==> config.mk <==
export PLATFORM = sky130hd
export DESIGN_NAME = blink_period_meter
export DESIGN_NICKNAME = d
export VERILOG_FILES = /design/src/rtl/blink_period_meter.sv
export SDC_FILE = /design/constraint.sdc
export NUM_CORES = 1
export LEC_CHECK = 0
export BUFFER_PORTS_ARGS = -buffer_cell sky130_fd_sc_hd__buf_2
export CORE_ASPECT_RATIO = 1.75
export CORE_UTILIZATION = 45
export DETAILED_ROUTE_END_ITERATION = 8
export PLACE_DENSITY_LB_ADDON = 0.3
export SYNTH_ARGS = -nofsm -noshare
export SYNTH_HDL_FRONTEND = slang
export SYNTH_SLANG_ARGS = --single-unit
==> constraint.sdc <==
create_clock -name clk -period 2.4 [get_ports clk]
set_clock_uncertainty 0.05 [all_clocks]
set_input_delay 0.48 -clock clk [delete_from_list [all_inputs] [get_ports clk]]
set_output_delay 0.48 -clock clk [all_outputs]
set_load 0.02 [all_outputs]
==> src/rtl/blink_period_meter.sv <==
// Measures half-periods of a slow asynchronous toggling input in clk cycles.
// Synchronises and glitch-filters the input and flags an input that stops toggling.
module blink_period_meter #(
  parameter int unsigned CNT_W          = 26,
  parameter int unsigned GLITCH_CYCLES  = 4,
  parameter int unsigned TIMEOUT_CYCLES = 60_000_000
) (
  input  logic             clk,
  input  logic             rst_n,
  input  logic             sig_in,
  output logic             level,
  output logic [CNT_W-1:0] half_period,
  output logic             period_valid,
  output logic             stalled
);

  localparam int unsigned      G_W     = $clog2(GLITCH_CYCLES + 1);
  localparam logic [G_W-1:0]   G_LAST  = G_W'(GLITCH_CYCLES - 1);
  localparam logic [CNT_W-1:0] CNT_MAX = CNT_W'(TIMEOUT_CYCLES);

  typedef enum logic [1:0] {
    IDLE  = 2'd0,
    FIRST = 2'd1,
    MEAS  = 2'd2
  } state_t;

  logic             s1;
  logic             s2;
  logic [G_W-1:0]   g;
  logic [CNT_W-1:0] cnt;
  state_t           state;
  logic             accept_c;

  // The filtered level flips on the last of GLITCH_CYCLES consecutive mismatches.
  assign accept_c = (s2 != level) && (g == G_LAST);

  // Two-flop synchroniser, nothing between the stages.
  always_ff @(posedge clk) begin
    if (!rst_n) begin
      s1 <= 1'b0;
      s2 <= 1'b0;
    end else begin
      s1 <= sig_in;
      s2 <= s1;
    end
  end

  always_ff @(posedge clk) begin
    if (!rst_n) begin
      level <= 1'b0;
      g     <= '0;
    end else if (s2 == level) begin
      g <= '0;
    end else if (g == G_LAST) begin
      level <= s2;
      g     <= '0;
    end else begin
      g <= g + G_W'(1);
    end
  end

  // Cycles since the last accepted edge, saturating so a stalled input never wraps.
  always_ff @(posedge clk) begin
    if (!rst_n) begin
      cnt <= '0;
    end else if (accept_c) begin
      cnt <= CNT_W'(1);
    end else if (cnt != CNT_MAX) begin
      cnt <= cnt + CNT_W'(1);
    end
  end

  always_ff @(posedge clk) begin
    if (!rst_n) begin
      state        <= IDLE;
      half_period  <= '0;
      period_valid <= 1'b0;
      stalled      <= 1'b0;
    end else begin
      period_valid <= 1'b0;
      case (state)
        IDLE: begin
          if (accept_c) begin
            state   <= FIRST;
            stalled <= 1'b0;
          end
        end
        FIRST, MEAS: begin
          if (accept_c) begin
            state        <= MEAS;
            half_period  <= cnt;
            period_valid <= 1'b1;
          end else if (cnt == CNT_MAX) begin
            state   <= IDLE;
            stalled <= 1'b1;
          end
        end
        default: state <= IDLE;
      endcase
    end
  end

endmodule
==> results of run 1 <==
==> worst max-delay path: stages (launching register included) <==
cell,delay [ps]
dfxtp_1,400
ha_1,270
and4_1,290
nand2_1,210
or4_1,550
a21oi_1,140
==> metal layers <==
layer	vias to the layer above	share of wire [%]	GRT usage [%]
li1	1149	-	-
met2	42	51	33.42
met4	0	2.3	11.63
met1	1078	43	22.73
met3	12	3.3	4.141
met5	-	0	0
==> Yosys cell counts, types with 5 or more instances <==
master    count  area share, %
and3_1        5            1.2
nor2_1       16            2.3
buf_2         5           0.95
dfxtp_1      62             47
nand2_1      60            8.6
ha_1          5            2.4
o31ai_1      11            3.1
xor2_1        8            2.7
nand4_1      11            2.6
a21oi_1      42            8.0
and4_1        6            2.0
inv_1        10            1.4
or4_1        10            2.9
clkbuf_1     10            1.4
nand3_1      11            2.1
==> registers in the layout (all words and copies together), names as in the netlist <==
signal        count
cnt              26
g                 3
half_period      26
level             1
period_valid      1
s1                1
s2                1
stalled           1
state             2
==> power by group <==
group	internal, uW	switching, uW
Combinational	11.8	25.3
Sequential	1040	7.56
Clock	535	381
Total	1580	414
==> metrics by stage <==
stage / util, % / setup WS (ps) / instances / power (uW) / instance area (um^2)
floorplan: - / 634.0 / 310 / 1090 / 2625
global placement: 50.47 / 522.1 / 403 / 1101 / 2819
detailed placement: 50.47 / 465.3 / 403 / 1103 / 2819
CTS: 54.08 / 428.5 / 419 / 2015 / 3020
global route: 54.08 / 285.1 / 419 / 2070 / 3020
finish: 54.08 / 414.2 / 419 / 1996 / 3020
==> path summary, 6_finish.rpt <==
check,startpoint,end,slack [ps]
worst min-delay path,sig_in,s1,300
worst max-delay path,cnt[1],cnt[22],410
worst max register to register,cnt[1],cnt[22],410
worst min register to register,g[0],g[0],370
==> cell type report <==
type | instances | area, um^2
fillers | 563 | 2565
multi-input cells | 220 | 1260
flip-flops and latches | 62 | 1241
repair buffers | 35 | 185.2
clock buffers | 13 | 158.9
well taps | 76 | 95.09
clock inverters | 3 | 42.54
inverters | 10 | 37.54
==> logic make-up (layout without fill, tap and decap cells) <==
family	Yosys count	after routing
adders and majority gates	5	5
buffers and inverters	28	61
AOI/OAI and AO/OA	62	62
and+or+nand+nor	140	140
DFF	62	62
xor gates and xnor gates	12	12
muxes	1	1
==> results.yml, run 1 <==
outcome:
  outcome: "finished, final reports clean"
critical_path:
  worst_r2r_path_depth: 5
  cp.required_ps: 2610
  critPathMaxFanout: 10
  arrival_ps: 2200
  path_class: "flip-flop to flip-flop"
  cp-start-kind: "flip-flop"
  worst_setup_path_end_kind: "flip-flop"
synthesis:
  yosys.area_share.simple_pct: 27.69
  syn_nets: 318
  synth_edf_count: 0
  synth_cell_types: 37
  synthCells: 310
  synth_compound_gate_area_share_pct: 13.54
  synth_top_family_by_area: "simple AND/OR/NAND/NOR gates"
  netlist_area_um2: 2625
  avgSynthCellArea_um2: 8.468
  ys_seq_area_share_pct: 47.28
  synth-async-reset-ratio_pct: 0
  ys_ff_latch: 62
  yosys_warnings: 0
  muxShareOfSynthArea_pct: 0.3813
  synthFlopType: "dfxtp_1"
  synthAdderAreaFrac_pct: 2.383
  synth_xor_area_share_pct: 4.004
timing:
  fmax_mhz: 503.6
  fin_crit_ps: 1986
  finalHoldViolations: 0
  grt_setup_unrepaired: "false"
  slew_headroom_pct: 68.89
  tightest_slew_ps: 463.0
  maxSlewViolCount: 0
  timing.hold.ws_ps: 303.9
  finalSetupTns_ps: 0
  min_period_over_period_pct: 82.74
  final-setup-viol-count: 0
pwr:
  power_leakage_uw: 0.001088
  vdd_ir_drop_max_mv: 0.4783
  p_per_area_nw_per_um2: 661.0
hold_path:
  worstHoldPathType: "input port to flip-flop"
  whs_path_depth: 2
cts:
  cts_setup_buffers: 0
  clk_pin_slew_ps: 70
  insertion_delay_ps: 330
  htree_levels: 3
  cts_tree: "yes"
  ctsRootBufferMaster: "clkbuf_8"
  cts.sinks: 62
  cts_buffers: 9
  cts_resized: 0
  cts_hold_buf: 0
  max-clock-path-buffers: 2
detailed_routing:
  routed_wire_length_per_instance_um: 13.18
  drc: 0
  viasPerCell: 5.444
  vias: 2281
  ant_nets: 0
  drtIter0Drc: 56
  drt_wl_total_um: 5523
  dr.pass1.iters: 4
global_route:
  antenna_found_initial: 0
  grt_pass1_wl_um: 9239
  grt_pass1_vias: 2121
  grt_use_total_pct: 19.91
  grt_overflow: 0
  grt_max_degree: 26
layout:
  final_layout_size_suffix_gt1_share_pct: 15.16
  layout_common_cells: "62 x dfxtp_1, 60 x nand2_1, 42 x a21oi_1"
  areaGrowthSynthToFinish_pct: 15.06
  fin_nets: 346
  layout_commonest_cell: "dfxtp_1"
  insertedDiodeCount: 0
floorplanning:
  io_pins: 32
  die_w_um: 59.74
  die_h_um: 103.0
  num_rows: 36
  core_um2: 5585
  start_util_pct: 47.00
  dieArea_um2: 6155
placement:
  gp_congestion: 0.8301
  dp_hpwl_um: 3832
  portBuffers: 31
run:
  max-cap-violations: 0
Note: power is estimated with default switching activity, not from simulation.
==> inputs of run 2 (changes only) <==
==> constraint.sdc (replaced) <==
create_clock -name clk -period 1.8 [get_ports clk]
set_clock_uncertainty 0.05 [all_clocks]
set_input_delay 0.36 -clock clk [delete_from_list [all_inputs] [get_ports clk]]
set_output_delay 0.36 -clock clk [all_outputs]
set_load 0.02 [all_outputs]
==> run 2 against run 1 <==
  * Critical path depth down 1
  * Critical endpoint is now cnt[0]
  * Critical path type unchanged
  * Largest cell class unchanged
  * Utilization up 3.7 points
  * Sequential share of layout area down 2.5 points
==> results.yml, run 2 (same netlist as run 1, synthesis figures left out) <==
pwr:
  p_per_area_nw_per_um2: 768.7
  power_leakage_uw: 0.001225
  vdd_ir_drop_max_mv: 0.5392
placement:
  place_worst_setup_slack_ps: 21.95
  dp.cells: 429
  portBuffers: 31
  dp_hpwl_um: 4112
  gp_congestion: 0.9270
critical_path:
  worst_setup_path_end_kind: "flip-flop"
  critPathMaxFanout: 5
  crit_start: "cnt[8]"
  cp-start-kind: "flip-flop"
  path_class: "flip-flop to flip-flop"
  cp.required_ps: 1970
  timing.rr.start: "cnt[8]"
  arrival_ps: 1870
layout:
  final_layout_size_suffix_gt1_share_pct: 22.76
  fillers: 553
  multiInputGateArea_um2: 1282
  regArea_um2: 1244
  fin_nets: 372
  final_cell_count_no_fill: 445
  areaGrowthSynthToFinish_pct: 22.88
  layout_common_cells: "60 x dfxtp_1, 58 x nand2_1, 42 x a21oi_1"
  top_regs: "cnt x26, half_period x26, g x3"
  insertedDiodeCount: 0
  layout_commonest_cell: "dfxtp_1"
hold_path:
  worstHoldPathType: "input port to flip-flop"
  hp-start: "sig_in"
timing:
  slew_headroom_pct: 75.04
  finalHoldViolations: 0
  setup_ws_ps: 104.2
  final-setup-viol-count: 0
  maxSlewViolCount: 0
  min_period_over_period_pct: 94.21
  fin_crit_ps: 1696
  fmax_mhz: 589.7
  tightest_slew_ps: 369.3
  grt_setup_unrepaired: "false"
  finalSetupTns_ps: 0
cts:
  insertion_delay_ps: 340
  clk_pin_slew_ps: 60
  cts_setup_buffers: 0
  cts.sinks: 62
  htree_levels: 3
  ctsRootBufferMaster: "clkbuf_8"
  cts_hold_buf: 0
  max-clock-path-buffers: 2
  cts_tree: "yes"
  cts_buffers: 9
detailed_routing:
  drc: 0
  dr.pass1.iters: 4
  vias: 2365
  ant_nets: 0
  drt_wl_total_um: 5820
  drtIter0Drc: 77
  viasPerCell: 5.315
  routed_wire_length_per_instance_um: 13.08
outcome:
  outcome: "finished, final reports clean"
floorplanning:
  num_rows: 36
  start_util_pct: 47.00
  die_w_um: 59.74
  die_h_um: 103.0
  dieArea_um2: 6155
  core_um2: 5585
  io_pins: 32
global_route:
  grt_max_degree: 30
  grt_use_total_pct: 21.38
  grt_overflow: 0
  grt_pass1_wl_um: 9715
  grt_pass1_vias: 2161
  antenna_found_initial: 0
run:
  max-cap-violations: 0
-- run 2: cell count changes in the layout (fill, tap and decap cells not counted), sizes merged --
cell / change
clkinvlp: -1
clkbuf: +2
buf: +26
bufinv: -1
-- run 2: stage by stage --
step | util (%) | cell area [um^2] | hold slack, ps | total power [uW]
2_1_floorplan | - | 2625 | 349.2 | 1454
3_3_place_gp | 54.41 | 3039 | 357.4 | 1484
3_5_place_dp | 54.41 | 3039 | 373.8 | 1484
4_1_cts | 57.30 | 3201 | 160.2 | 2518
5_1_grt | 57.75 | 3226 | 165.7 | 2591
6_report | 57.75 | 3226 | 178.5 | 2480
-- run 2: worst max-delay path: stages, from the launching register on --
cell	delay (ps)
dfxtp_1	450
nor4b_1	360
and4_1	380
nand4_1	110
and3_1	220
-- run 2: layout make-up --
class	count	area share [%]
Multi-Input combinational cell	220	39.76
Clock buffer	15	4.849
Inverter	10	1.164
Clock inverter	1	0.1552
Tap cell	76	2.948
Sequential cell	62	38.56
Timing Repair Buffer	61	12.57
-- run 2: path summary, 6_finish.rpt --
path | to | slack, ps | depth (start not counted)
worst max-delay path | cnt[0] | 100 | 4
worst min-delay path | s1 | 180 | 2
worst max register to register | cnt[0] | 100 | 4
worst min register to register | g[0] | 380 | 1
-- run 2: what timing repair did --
action / 4_1_cts / 5_1_grt
resized for setup: 0 / 11
endpoints found under the setup margin: 0 / 11
endpoints found under the hold margin: 0 / 0
-- run 2: report_power, final --
group,total [uW],internal (uW),leakage [uW],switching (uW)
combinational,66.6,26.2,0.000642,40.3
clock,1030,537,0.0000817,488
sequential,1390,1380,0.000501,6.81
-- run 2: layer usage --
layer / track usage (%) / vias up / part of all wire (%)
li1: - / 1207 / -
met4: 14.49 / 0 / 3.1
met5: 0 / - / 0
met2: 33.50 / 41 / 51
met3: 6.399 / 14 / 4.6
met1: 24.51 / 1103 / 41
